### src/rtl/dsp_simd_addsub_sched.sv
`default_nettype none
// +--------------------------------------------------------------------------+
// | dsp_simd_addsub_sched : packs same-op add/sub requests into DSP48E2 lanes |
// | Revision: 1.0                                                            |
// +--------------------------------------------------------------------------+
module dsp_simd_addsub_sched #(
  parameter int N_REQ   = 4,
  parameter int LANES   = 3,
  parameter int WIDTH   = 12,
  parameter int DSP_LAT = 1
) (
  input  logic                   clk,
  input  logic                   rst_n,
  input  logic [N_REQ-1:0]       req_valid,
  output logic [N_REQ-1:0]       req_ready,
  input  logic [N_REQ-1:0]       req_op,
  input  logic [N_REQ*WIDTH-1:0] req_a,
  input  logic [N_REQ*WIDTH-1:0] req_b,
  output logic [N_REQ-1:0]       rsp_valid,
  output logic [N_REQ*WIDTH-1:0] rsp_y,
  output logic [3:0]             dsp_alumode,
  output logic [29:0]            dsp_a,
  output logic [17:0]            dsp_b,
  output logic [47:0]            dsp_c,
  input  logic [47:0]            dsp_p
);

  localparam int              IDXW    = (N_REQ > 1) ? $clog2(N_REQ) : 1;
  localparam int              DEPTH   = 1 + DSP_LAT;
  localparam logic [IDXW:0]   NREQ_W  = (IDXW+1)'(N_REQ);
  localparam logic [IDXW:0]   LAST_W  = (IDXW+1)'(N_REQ - 1);
  localparam logic [3:0]      ALU_ADD = 4'b0000;
  localparam logic [3:0]      ALU_SUB = 4'b0011;

  logic [IDXW-1:0]       ptr;
  logic [IDXW-1:0]       ptr_nxt;
  logic                  found;
  logic                  op;
  logic [IDXW-1:0]       last_idx;
  logic [N_REQ-1:0]      grant;
  logic [LANES-1:0]      lane_vld;
  logic [LANES*IDXW-1:0] lane_idx;

  // Round-robin scan: first valid requester fixes the op, others of that op fill lanes.
  always_comb begin
    logic [IDXW:0]   sum;
    logic [IDXW-1:0] idx;
    int              cnt;
    found    = 1'b0;
    op       = 1'b0;
    last_idx = ptr;
    grant    = '0;
    lane_vld = '0;
    lane_idx = '0;
    cnt      = 0;
    sum      = '0;
    idx      = '0;
    for (int j = 0; j < N_REQ; j++) begin
      sum = {1'b0, ptr} + (IDXW+1)'(j);
      if (sum >= NREQ_W) sum = sum - NREQ_W;
      idx = sum[IDXW-1:0];
      if (req_valid[idx]) begin
        if (!found) begin
          found = 1'b1;
          op    = req_op[idx];
        end
        if ((req_op[idx] == op) && (cnt < LANES)) begin
          grant[idx] = 1'b1;
          last_idx   = idx;
          for (int k = 0; k < LANES; k++) begin
            if (k == cnt) begin
              lane_vld[k]               = 1'b1;
              lane_idx[k*IDXW +: IDXW]  = idx;
            end
          end
          cnt = cnt + 1;
        end
      end
    end
  end

  assign req_ready = grant & {N_REQ{rst_n}};

  always_comb begin
    ptr_nxt = ptr;
    if (found) begin
      if ({1'b0, last_idx} == LAST_W) ptr_nxt = '0;
      else                            ptr_nxt = last_idx + 1'b1;
    end
  end

  function automatic logic [11:0] sext12(input logic [WIDTH-1:0] v);
    logic signed [WIDTH-1:0] s;
    s = v;
    return 12'(s);
  endfunction

  logic [47:0] c_nxt;
  logic [47:0] ab_nxt;
  logic [47:0] ab_q;

  always_comb begin
    c_nxt  = '0;
    ab_nxt = '0;
    for (int k = 0; k < LANES; k++) begin
      for (int i = 0; i < N_REQ; i++) begin
        if (lane_vld[k] && (lane_idx[k*IDXW +: IDXW] == IDXW'(i))) begin
          c_nxt[12*k +: 12]  = sext12(req_a[i*WIDTH +: WIDTH]);
          ab_nxt[12*k +: 12] = sext12(req_b[i*WIDTH +: WIDTH]);
        end
      end
    end
  end

  assign dsp_a = ab_q[47:18];
  assign dsp_b = ab_q[17:0];

  always_ff @(posedge clk or negedge rst_n) begin
    if (!rst_n) begin
      ptr         <= '0;
      ab_q        <= '0;
      dsp_c       <= '0;
      dsp_alumode <= ALU_ADD;
    end else begin
      ptr <= ptr_nxt;
      if (found) begin
        ab_q        <= ab_nxt;
        dsp_c       <= c_nxt;
        dsp_alumode <= op ? ALU_SUB : ALU_ADD;
      end
    end
  end

  // Lane ownership follows the operands through the DSP register stages.
  logic [LANES-1:0]      tag_vld [DEPTH];
  logic [LANES*IDXW-1:0] tag_idx [DEPTH];

  always_ff @(posedge clk or negedge rst_n) begin
    if (!rst_n) begin
      for (int s = 0; s < DEPTH; s++) begin
        tag_vld[s] <= '0;
        tag_idx[s] <= '0;
      end
    end else begin
      tag_vld[0] <= lane_vld;
      tag_idx[0] <= lane_idx;
      for (int s = 1; s < DEPTH; s++) begin
        tag_vld[s] <= tag_vld[s-1];
        tag_idx[s] <= tag_idx[s-1];
      end
    end
  end

  logic [N_REQ-1:0]       rsp_valid_nxt;
  logic [N_REQ*WIDTH-1:0] rsp_y_nxt;

  always_comb begin
    rsp_valid_nxt = '0;
    rsp_y_nxt     = rsp_y;
    for (int i = 0; i < N_REQ; i++) begin
      for (int k = 0; k < LANES; k++) begin
        if (tag_vld[DEPTH-1][k] && (tag_idx[DEPTH-1][k*IDXW +: IDXW] == IDXW'(i))) begin
          rsp_valid_nxt[i]              = 1'b1;
          rsp_y_nxt[i*WIDTH +: WIDTH]   = dsp_p[12*k +: WIDTH];
        end
      end
    end
  end

  always_ff @(posedge clk or negedge rst_n) begin
    if (!rst_n) begin
      rsp_valid <= '0;
      rsp_y     <= '0;
    end else begin
      rsp_valid <= rsp_valid_nxt;
      rsp_y     <= rsp_y_nxt;
    end
  end

  logic unused_p;
  assign unused_p = ^dsp_p;

endmodule
`default_nettype wire
### config.mk
export PLATFORM = sky130hd
export DESIGN_NAME = dsp_simd_addsub_sched
export DESIGN_NICKNAME = d
export VERILOG_FILES = /design/src/rtl/dsp_simd_addsub_sched.sv
export SDC_FILE = /design/constraint.sdc
export NUM_CORES = 1
export LEC_CHECK = 0
export ABC_CLOCK_PERIOD_IN_PS = 6900
export CAP_MARGIN = 20
export CORE_ASPECT_RATIO = 0.9
export CORE_MARGIN = 3
export CORE_UTILIZATION = 55
export CTS_CLUSTER_DIAMETER = 200
export DETAILED_ROUTE_END_ITERATION = 12
export DONT_BUFFER_PORTS = 1
export PLACE_DENSITY = 0.73
export REMOVE_ABC_BUFFERS = 1
export SKIP_CTS_REPAIR_TIMING = 1
export SLEW_MARGIN = 20
export SYNTH_ARGS = -nofsm -noshare
export SYNTH_HDL_FRONTEND = slang
export SYNTH_SLANG_ARGS = --single-unit
export TNS_END_PERCENT = 30
### constraint.sdc
create_clock -name clk -period 6.9 [get_ports clk]
set_input_delay 2.07 -clock clk [delete_from_list [all_inputs] [get_ports clk]]
set_output_delay 2.07 -clock clk [all_outputs]
set_load 0.02 [all_outputs]
==> results of run 1 <==
## state kept, by name, indices dropped and copies added (netlist names)
name and count:
ptr 2, ab_q 36, tag_vld 6, tag_idx 12
rsp_y 48, dsp_c 36, rsp_valid 4, dsp_alumode 1
## layer usage
metal	share of wire [%]	vias to the layer above	routed length (um)	GRT usage, %
li1	-	3962	-	-
met1	40	4312	11900	37.6
met4	3.2	0	950	12.3
met3	10	96	3040	7.80
met2	47	508	14000	45.3
met5	0	-	0	0
## worst paths after layout
| path | endpoint | slack [ns] | cells past startpoint |
|---|---|---|---|
| worst max register to register | dsp_c[29] | 1.95 | 16 |
| worst min-delay path | tag_vld[0] | 0.35 | 0 |
| max in group asynchronous | ptr[1] | 5.40 | 0 |
| worst min register to register | tag_vld[0] | 0.35 | 0 |
| min in group asynchronous | ab_q[21] | 1.34 | 0 |
| worst max-delay path | req_ready[3] | 0.14 | 12 |
## worst max-delay path, delay by kind of cell
family                     cells  cell delay, ns
and+or+nand+nor                5            0.89
xor gates and xnor gates       1            0.20
adders and majority gates      1            0.29
buffers and inverters          1            0.19
AOI/OAI and AO/OA              3            0.55
muxes                          1            0.50
## cells in the final DEF, fill, tap and decap left out, types with 5 or more instances in the layout
cell,Yosys,routed
o22ai_2,19,19
clkbuf_16,0,17
inv_1,52,52
o22ai_1,30,30
a211oi_1,46,46
a21oi_1,58,58
conb_1,1,26
o21ai_0,72,72
buf_4,32,40
a221oi_1,9,9
nor2b_1,8,8
a32oi_1,25,25
mux2i_1,126,126
ha_1,7,7
dfrtp_1,145,145
or3_1,5,5
mux2_2,15,15
nor2_1,53,51
mux4_2,9,9
nand3_1,45,45
o221ai_1,24,23
nand2_1,112,112
o211ai_1,28,28
## cell type report
class | instances | share of cell area [%]
clock buffers | 17 | 3.94
clock inverters | 15 | 1.62
inverters | 56 | 1.95
multi-input cells | 801 | 53.3
flip-flops and latches | 145 | 33.6
well taps | 240 | 2.78
repair buffers | 40 | 2.78
## per-stage QoR
step                      setup slack (ns)  cells  setup TNS [ns]  hold slack [ns]
final                                0.143   1314               0            0.346
after global placement            -0.00234   1280        -0.00320            0.333
after floorplan                      -2.84   1002         -127.26            0.331
after detailed placement           -0.0562   1280          -0.183            0.335
after CTS                          -0.0623   1312          -0.234            0.346
after global routing                0.0281   1314               0            0.353
## logic make-up after synthesis
logic type	after synthesis	synth area share, %
and+or+nand+nor	254	11.6
xor gates and xnor gates	10	0.944
AOI/OAI and AO/OA	353	25.3
muxes	151	16.4
buffers and inverters	178	8.86
DFF	145	36.0
other	1	0.0372
adders and majority gates	7	0.869
==> flow_summary.ini, run 1 <==
[status]
status = complete, no violations

[timing]
hold_viol = 0
rsz0062_at_grt = no
maxSlewViolCount = 0
final.setup_skew_ns = 0.0158
setup_viol = 0
max_freq_mhz = 148
period_needed_ns = 6.76
finalCritPeriodShare_pct = 97.9
tightest_slew_ns = 1.02
slew_headroom_pct = 32.3

[logic_synthesis]
syn_area_um2 = 10100
syn_avg_cell_area_um2 = 9.17
netlist_instances = 1099
yosys.area.top_type = dfrtp_1
yosysMostFrequentCell = dfrtp_1
synthArstFlopShare_pct = 100
synth_seq_cells = 145
synth.yosys.seq_area_share_pct = 36.0
netlist_top_cells_area = dfrtp_1 36%, mux2i_1 13%, nand2_1 4.2%
synth_top_area_share_pct = 36.0
synth_edf_count = 0
synth_commonest_cells = 145 x dfrtp_1, 126 x mux2i_1, 112 x nand2_1
ys_types = 74
yosysWarnings = 0
yosys_most_used_dff = dfrtp_1

[global_routing]
grt_pass1_wl_mm = 46.4
grt_pass1_vias = 8550
grt_max_degree = 150
overflow = 0
groute.usage.overall_pct = 28.8
grt_antenna_before_repair = 0

[finish]
design_area_um2 = 10800
synthToLayoutAreaGrowth_pct = 7.19
antenna_cells = 0
fin_nets = 1222
multi_input_area_um2 = 5760
drive_gt1_share_pct = 14.2
fin_util_pct = 60.7
register_area_um2 = 3630
fillers = 1535

[critical_path]
critical_path.startpoint = req_op[2]
critPathKind = input port to output pin
worstReg2RegStart = ptr[0]
end_kind = output pin
crit_required_ns = 4.83
slowest_delay_ns = 0.50
crit_top_cell = nand2_1
path_max_fanout = 5
arrival_ns = 4.69
start_kind = input port
path_cells = mux4_2 > xor2_2 > nand2_1 > ha_1 > nor2b_1 > or3_1 > and3_4 > a221oi_4 > a31oi_4 > nand2_1 > a21boi_0 > buf_4
critPathSlowestCell = mux4_2

[floorplan]
ios = 310
die_w_um = 149
die_area_um2 = 20000
start_util_pct = 56.7
rows = 46
core-area_um2 = 17800
die-height_um = 134

[place]
gp_congestion = 0.867
place_area_um2 = 10200
port_buffers = 0
hpwl_mm = 19.5

[route]
drtIter0Drc = 898
ant_nets = 0
drtPass1Iterations = 5
routedWlPerCell_um = 22.7
drc = 0
wirelength_mm = 29.9
vias_per_cell = 6.76
route.vias.total = 8878

[clocking]
cts_buffers = 17
cts_buffer_depth = 2
clkLatencyLatePin_ns = 0.42
h-tree-depth = 4
cts_root_buffer = clkbuf_16
numClockSinks = 145
cts.clk_slew.worst_paths_ns = 0.06
cts_tree = yes

[hold_path]
min_path_type = flop to flop
hp-start = tag_vld[3]

[job]
max_cap_viol_count = 0
Power of run 1 is left out: the tool's default activity adds up to more than one toggle a clock period on the data nets, which glitch-free logic cannot reach.
==> run 2: changes to the inputs <==
--- a/config.mk
+++ b/config.mk
@@ -13,7 +13,8 @@
 export CTS_CLUSTER_DIAMETER = 200
 export DETAILED_ROUTE_END_ITERATION = 12
 export DONT_BUFFER_PORTS = 1
-export PLACE_DENSITY = 0.73
+export HOLD_SLACK_MARGIN = 0.02
+export PLACE_DENSITY = 0.84
 export REMOVE_ABC_BUFFERS = 1
 export SKIP_CTS_REPAIR_TIMING = 1
 export SLEW_MARGIN = 20
==> run 2 against run 1 <==
Via count increased by 2.6%. Register-to-register slack worse by 0.04 ns. Non-clock buffer count did not move. First-iteration DRC count grew 6.6%. Clock-buffer cell count is 5 higher. Global-route usage grew 2.1 points. Worst hold slack improved by 0.0066 ns. Core utilization shrank 0.20 points. Sequential cell count did not move. Design area shrank 0.32%. Die area unchanged. Maximum frequency down 0.30%. Largest cell class unchanged. Highest routed layer unchanged.
==> flow_summary.ini, run 2 (synthesis gave the netlist of run 1 again) <==
[route]
wirelength_mm = 32.1
vias_per_cell = 6.93
drtPass1Iterations = 6
drtIter0Drc = 957
routedWlPerCell_um = 24.4
drc = 0
ant_nets = 0
route.vias.total = 9110

[timing]
period_needed_ns = 6.78
max_freq_mhz = 148
setup_viol = 0
slew_headroom_pct = 28.8
final.setup_skew_ns = 0.0103
hold_ws_ns = 0.353
worst_slack_ns = 0.123
hold_viol = 0
fin_tns_setup_ns = 0
maxSlewViolCount = 0
finalCritPeriodShare_pct = 98.2
tightest_slew_ns = 1.07

[critical_path]
crit_top_cell = nand2_1
path_max_fanout = 6
slowest_delay_ns = 0.50
critPathSlowestCell = mux4_2
r2r_cells = 17
end_kind = output pin
r2r_slack_ns = 1.91
arrival_ns = 4.71
start_kind = input port
crit_required_ns = 4.83
path_cells = mux4_2 > xor2_2 > nand2_1 > ha_1 > nor2b_1 > or3_1 > and3_1 > a221oi_4 > a31oi_4 > nand2_1 > a21boi_0 > buf_4
critPathKind = input port to output pin

[clocking]
cts_tree = yes
cts.clk_slew.worst_paths_ns = 0.06
h-tree-depth = 4
clkLatencyLatePin_ns = 0.42
cts_buffer_depth = 2
numClockSinks = 145
cts_buffers = 17
cts_root_buffer = clkbuf_16

[finish]
largest_reg_flops = 48
largest_registers = rsp_y: 48 flops, ab_q: 36 flops, dsp_c: 36 flops
synthToLayoutAreaGrowth_pct = 6.84
antenna_cells = 0
layout_common_cells = 145 x dfrtp_1, 126 x mux2i_1, 112 x nand2_1, 72 x o21ai_0, 58 x a21oi_1
fin_cells = 1314
layout_commonest_cell = dfrtp_1
fin_nets = 1222
drive_gt1_share_pct = 14.0
top_register = rsp_y
fillers = 1443

[global_routing]
overflow = 0
grt_pass1_vias = 9104
grt_pass1_wl_mm = 49.0
grt_max_degree = 150
grt_antenna_before_repair = 0
groute.usage.overall_pct = 30.9

[place]
port_buffers = 0
hpwl_mm = 21.1
dp_slack_ns = 0.0122
gp_congestion = 0.914
post-place-cells = 1281

[floorplan]
die-height_um = 134
ios = 310
die_area_um2 = 20000
core-area_um2 = 17800
die_w_um = 149
rows = 46
start_util_pct = 56.7

[hold_path]
min_path_type = flop to flop
holdPathStages = 0

[job]
max_cap_viol_count = 0

[status]
status = complete, no violations
## run 2: changes by cell type in the layout (fill, tap and decap cells not counted), sizes merged
| cell | change |
|---|---|
| clkbuf | +5 |
| inv | -4 |
| clkinv | -2 |
| clkinvlp | +3 |
| bufinv | -2 |
## run 2: worst paths after layout
kind | startpoint | end
worst max-delay path | req_op[3] | req_ready[1]
worst min-delay path | tag_idx[8] | tag_idx[2]
worst max register to register | ptr[0] | ab_q[35]
worst min register to register | tag_idx[8] | tag_idx[2]
max in group asynchronous | rst_n | dsp_c[30]
min in group asynchronous | rst_n | rsp_y[45]
## run 2: critical path: cells and delay by family
kind / cells / cell delay (ns)
buffers and inverters: 1 / 0.18
adders and majority gates: 1 / 0.29
muxes: 1 / 0.50
and+or+nand+nor: 5 / 0.89
AOI/OAI and AO/OA: 3 / 0.58
xor gates and xnor gates: 1 / 0.19
## run 2: final cells by class
class / count / area, um^2 / area share (%)
well taps: 240 / 300 / 2.79
flip-flops and latches: 145 / 3630 / 33.7
multi-input cells: 801 / 5760 / 53.5
clock buffers: 22 / 484 / 4.50
repair buffers: 40 / 313 / 2.90
inverters: 56 / 210 / 1.95
clock inverters: 10 / 75.1 / 0.697
## run 2: routing by layer
layer	track usage [%]	routed length, um	share of wire, %	vias up
li1	-	-	-	3968
met1	37.2	11600	36	4394
met2	49.3	15000	47	665
met3	12.1	4520	14	83
met4	13.4	980	3.1	0
met5	0	0	0	-
## run 2: through the flow
stage / util (%) / instance area [um^2]
finish: 60.5 / 10800
global route: 60.5 / 10800
CTS: 60.4 / 10700
detailed placement: 57.2 / 10200
global placement: 57.2 / 10200
floorplan: - / 9490
Power of run 2 is left out for the same reason.
==> run 3: changes to the inputs <==
--- a/config.mk
+++ b/config.mk
@@ -5,7 +5,7 @@
 export SDC_FILE = /design/constraint.sdc
 export NUM_CORES = 1
 export LEC_CHECK = 0
-export ABC_CLOCK_PERIOD_IN_PS = 6900
+export ABC_CLOCK_PERIOD_IN_PS = 8600
 export CAP_MARGIN = 20
 export CORE_ASPECT_RATIO = 0.9
 export CORE_MARGIN = 3
@@ -14,7 +14,7 @@
 export DETAILED_ROUTE_END_ITERATION = 12
 export DONT_BUFFER_PORTS = 1
 export HOLD_SLACK_MARGIN = 0.02
-export PLACE_DENSITY = 0.84
+export PLACE_DENSITY = 0.81
 export REMOVE_ABC_BUFFERS = 1
 export SKIP_CTS_REPAIR_TIMING = 1
 export SLEW_MARGIN = 20
==> constraint.sdc (replaced) <==
create_clock -name clk -period 8.6 [get_ports clk]
set_input_delay 2.58 -clock clk [delete_from_list [all_inputs] [get_ports clk]]
set_output_delay 2.58 -clock clk [all_outputs]
set_load 0.02 [all_outputs]
==> run 3 against run 2 <==
Wire length down 5.4%. Clock skew up 0.0036 ns. Worst hold slack worse by 0.0049 ns. Sequential share of layout area up 0.32 points. Core utilization down 0.58 points. Critical path depth unchanged. Critical endpoint is now req_ready[3].
==> flow_summary.ini, run 3 (synthesis gave the netlist of run 1 again) <==
[status]
status = complete, no violations

[finish]
largest_registers = rsp_y: 48 flops, ab_q: 36 flops, dsp_c: 36 flops
largest_reg_flops = 48
drive_gt1_share_pct = 12.7
antenna_cells = 0
top_register = rsp_y
fin_cells = 1299
layout_common_cells = 145 x dfrtp_1, 126 x mux2i_1, 112 x nand2_1, 72 x o21ai_0, 58 x a21oi_1
fin_nets = 1207
fillers = 1488
layout_commonest_cell = dfrtp_1
multi_input_area_um2 = 5740
synthToLayoutAreaGrowth_pct = 5.82
register_area_um2 = 3630

[hold_path]
whs_endpoint = tag_idx[4]
holdPathStages = 0
hp-start = tag_idx[10]
min_path_type = flop to flop

[floorplan]
ios = 310
die-height_um = 134
core-area_um2 = 17800
die_w_um = 149
rows = 46
die_area_um2 = 20000
start_util_pct = 56.7

[route]
drtIter0Drc = 796
drtPass1Iterations = 7
routedWlPerCell_um = 23.4
ant_nets = 0
wirelength_mm = 30.3
drc = 0
route.vias.total = 8838
vias_per_cell = 6.80

[critical_path]
slowest_delay_ns = 0.55
crit_buf_inv = 1
r2r_slack_ns = 2.93
regToRegEndpoint = ab_q[7]
r2r_cells = 16
critPathSlowestCell = mux4_2
worstReg2RegStart = ptr[1]
arrival_ns = 5.84
end_kind = output pin
path_delay_family = simple AND/OR/NAND/NOR gates
path_cells = mux4_2 > xor2_1 > nand2_1 > ha_1 > nor2b_1 > or3_1 > and3_1 > a221oi_4 > a31oi_2 > nand2_1 > a21boi_0 > buf_4
crit_required_ns = 6.02
path_max_fanout = 6
start_kind = input port
crit_top_cell = nand2_1
critPathKind = input port to output pin

[timing]
slew_headroom_pct = 26.4
maxSlewViolCount = 0
rsz0062_at_grt = no
finalCritPeriodShare_pct = 97.9
hold_viol = 0
setup_viol = 0
final.setup_skew_ns = 0.0139
max_freq_mhz = 119
tightest_slew_ns = 1.10
period_needed_ns = 8.42

[clocking]
clkLatencyLatePin_ns = 0.43
cts_buffer_depth = 2
cts_root_buffer = clkbuf_16
cts_tree = yes
cts.clk_slew.worst_paths_ns = 0.06
cts_buffers = 17
h-tree-depth = 4
numClockSinks = 145

[job]
max_cap_viol_count = 0

[place]
port_buffers = 0
gp_congestion = 0.942
post-place-cells = 1267
hpwl_mm = 20.0

[global_routing]
grt_antenna_before_repair = 0
overflow = 0
groute.usage.overall_pct = 29.4
grt_max_degree = 150
grt_pass1_vias = 8583
grt_pass1_wl_mm = 46.9
[run 3: cell types whose count changed in the layout (fill, tap and decap cells not counted), moves of 2 or more]
cell,change
inv_8,+2
buf_4,-15
clkinv_2,-2
clkinvlp_4,-2
[run 3: metrics by stage]
step / TNS [ns] / hold WS (ns) / setup WS (ns) / util (%) / area [um^2]
after floorplan: -60.40 / 0.331 / -1.54 / - / 9490
after global placement: 0 / 0.331 / 0.287 / 56.5 / 10100
final: 0 / 0.348 / 0.183 / 60.0 / 10700
after detailed placement: 0 / 0.336 / 0.167 / 56.6 / 10100
after CTS: 0 / 0.350 / 0.161 / 59.9 / 10700
after global routing: 0 / 0.360 / 0.0377 / 60.0 / 10700
[run 3: area by class of cell]
type / count / share of cell area [%]
multi-input cells: 801 / 53.8
well taps: 240 / 2.82
clock buffers: 21 / 4.41
inverters: 56 / 1.97
clock inverters: 11 / 1.13
flip-flops and latches: 145 / 34.0
repair buffers: 25 / 1.83
[run 3: worst max path at each step]
stage / slack (ns) / endpoint / startpoint / cells after the start
after floorplan: -1.54 / ab_q[0] / req_valid[2] / 6
after detailed placement: 0.17 / req_ready[3] / req_op[2] / 12
final: 0.18 / req_ready[3] / req_op[2] / 12
after global routing: 0.04 / req_ready[3] / req_op[2] / 12
after CTS: 0.16 / req_ready[3] / req_op[2] / 12
after global placement: 0.29 / req_ready[1] / req_op[2] / 12
[run 3: worst reg2reg max path, delay by kind of cell (launching register included)]
family	cells	cell delay [ns]
compound gates	4	0.92
fa+ha+maj	2	0.71
xor+xnor	1	0.33
simple gates	4	0.87
buf+inv	3	1.13
mux	2	0.74
flops	1	0.83
[run 3: routing by layer]
| layer | part of all wire (%) | vias to the layer above | GRT usage [%] |
|---|---|---|---|
| met5 | 0 | - | 0 |
| met4 | 2.1 | 0 | 10.1 |
| met3 | 14 | 67 | 12.0 |
| met2 | 47 | 629 | 46.5 |
| met1 | 37 | 4205 | 36.7 |
| li1 | - | 3937 | - |
Power of run 3 is left out for the same reason.
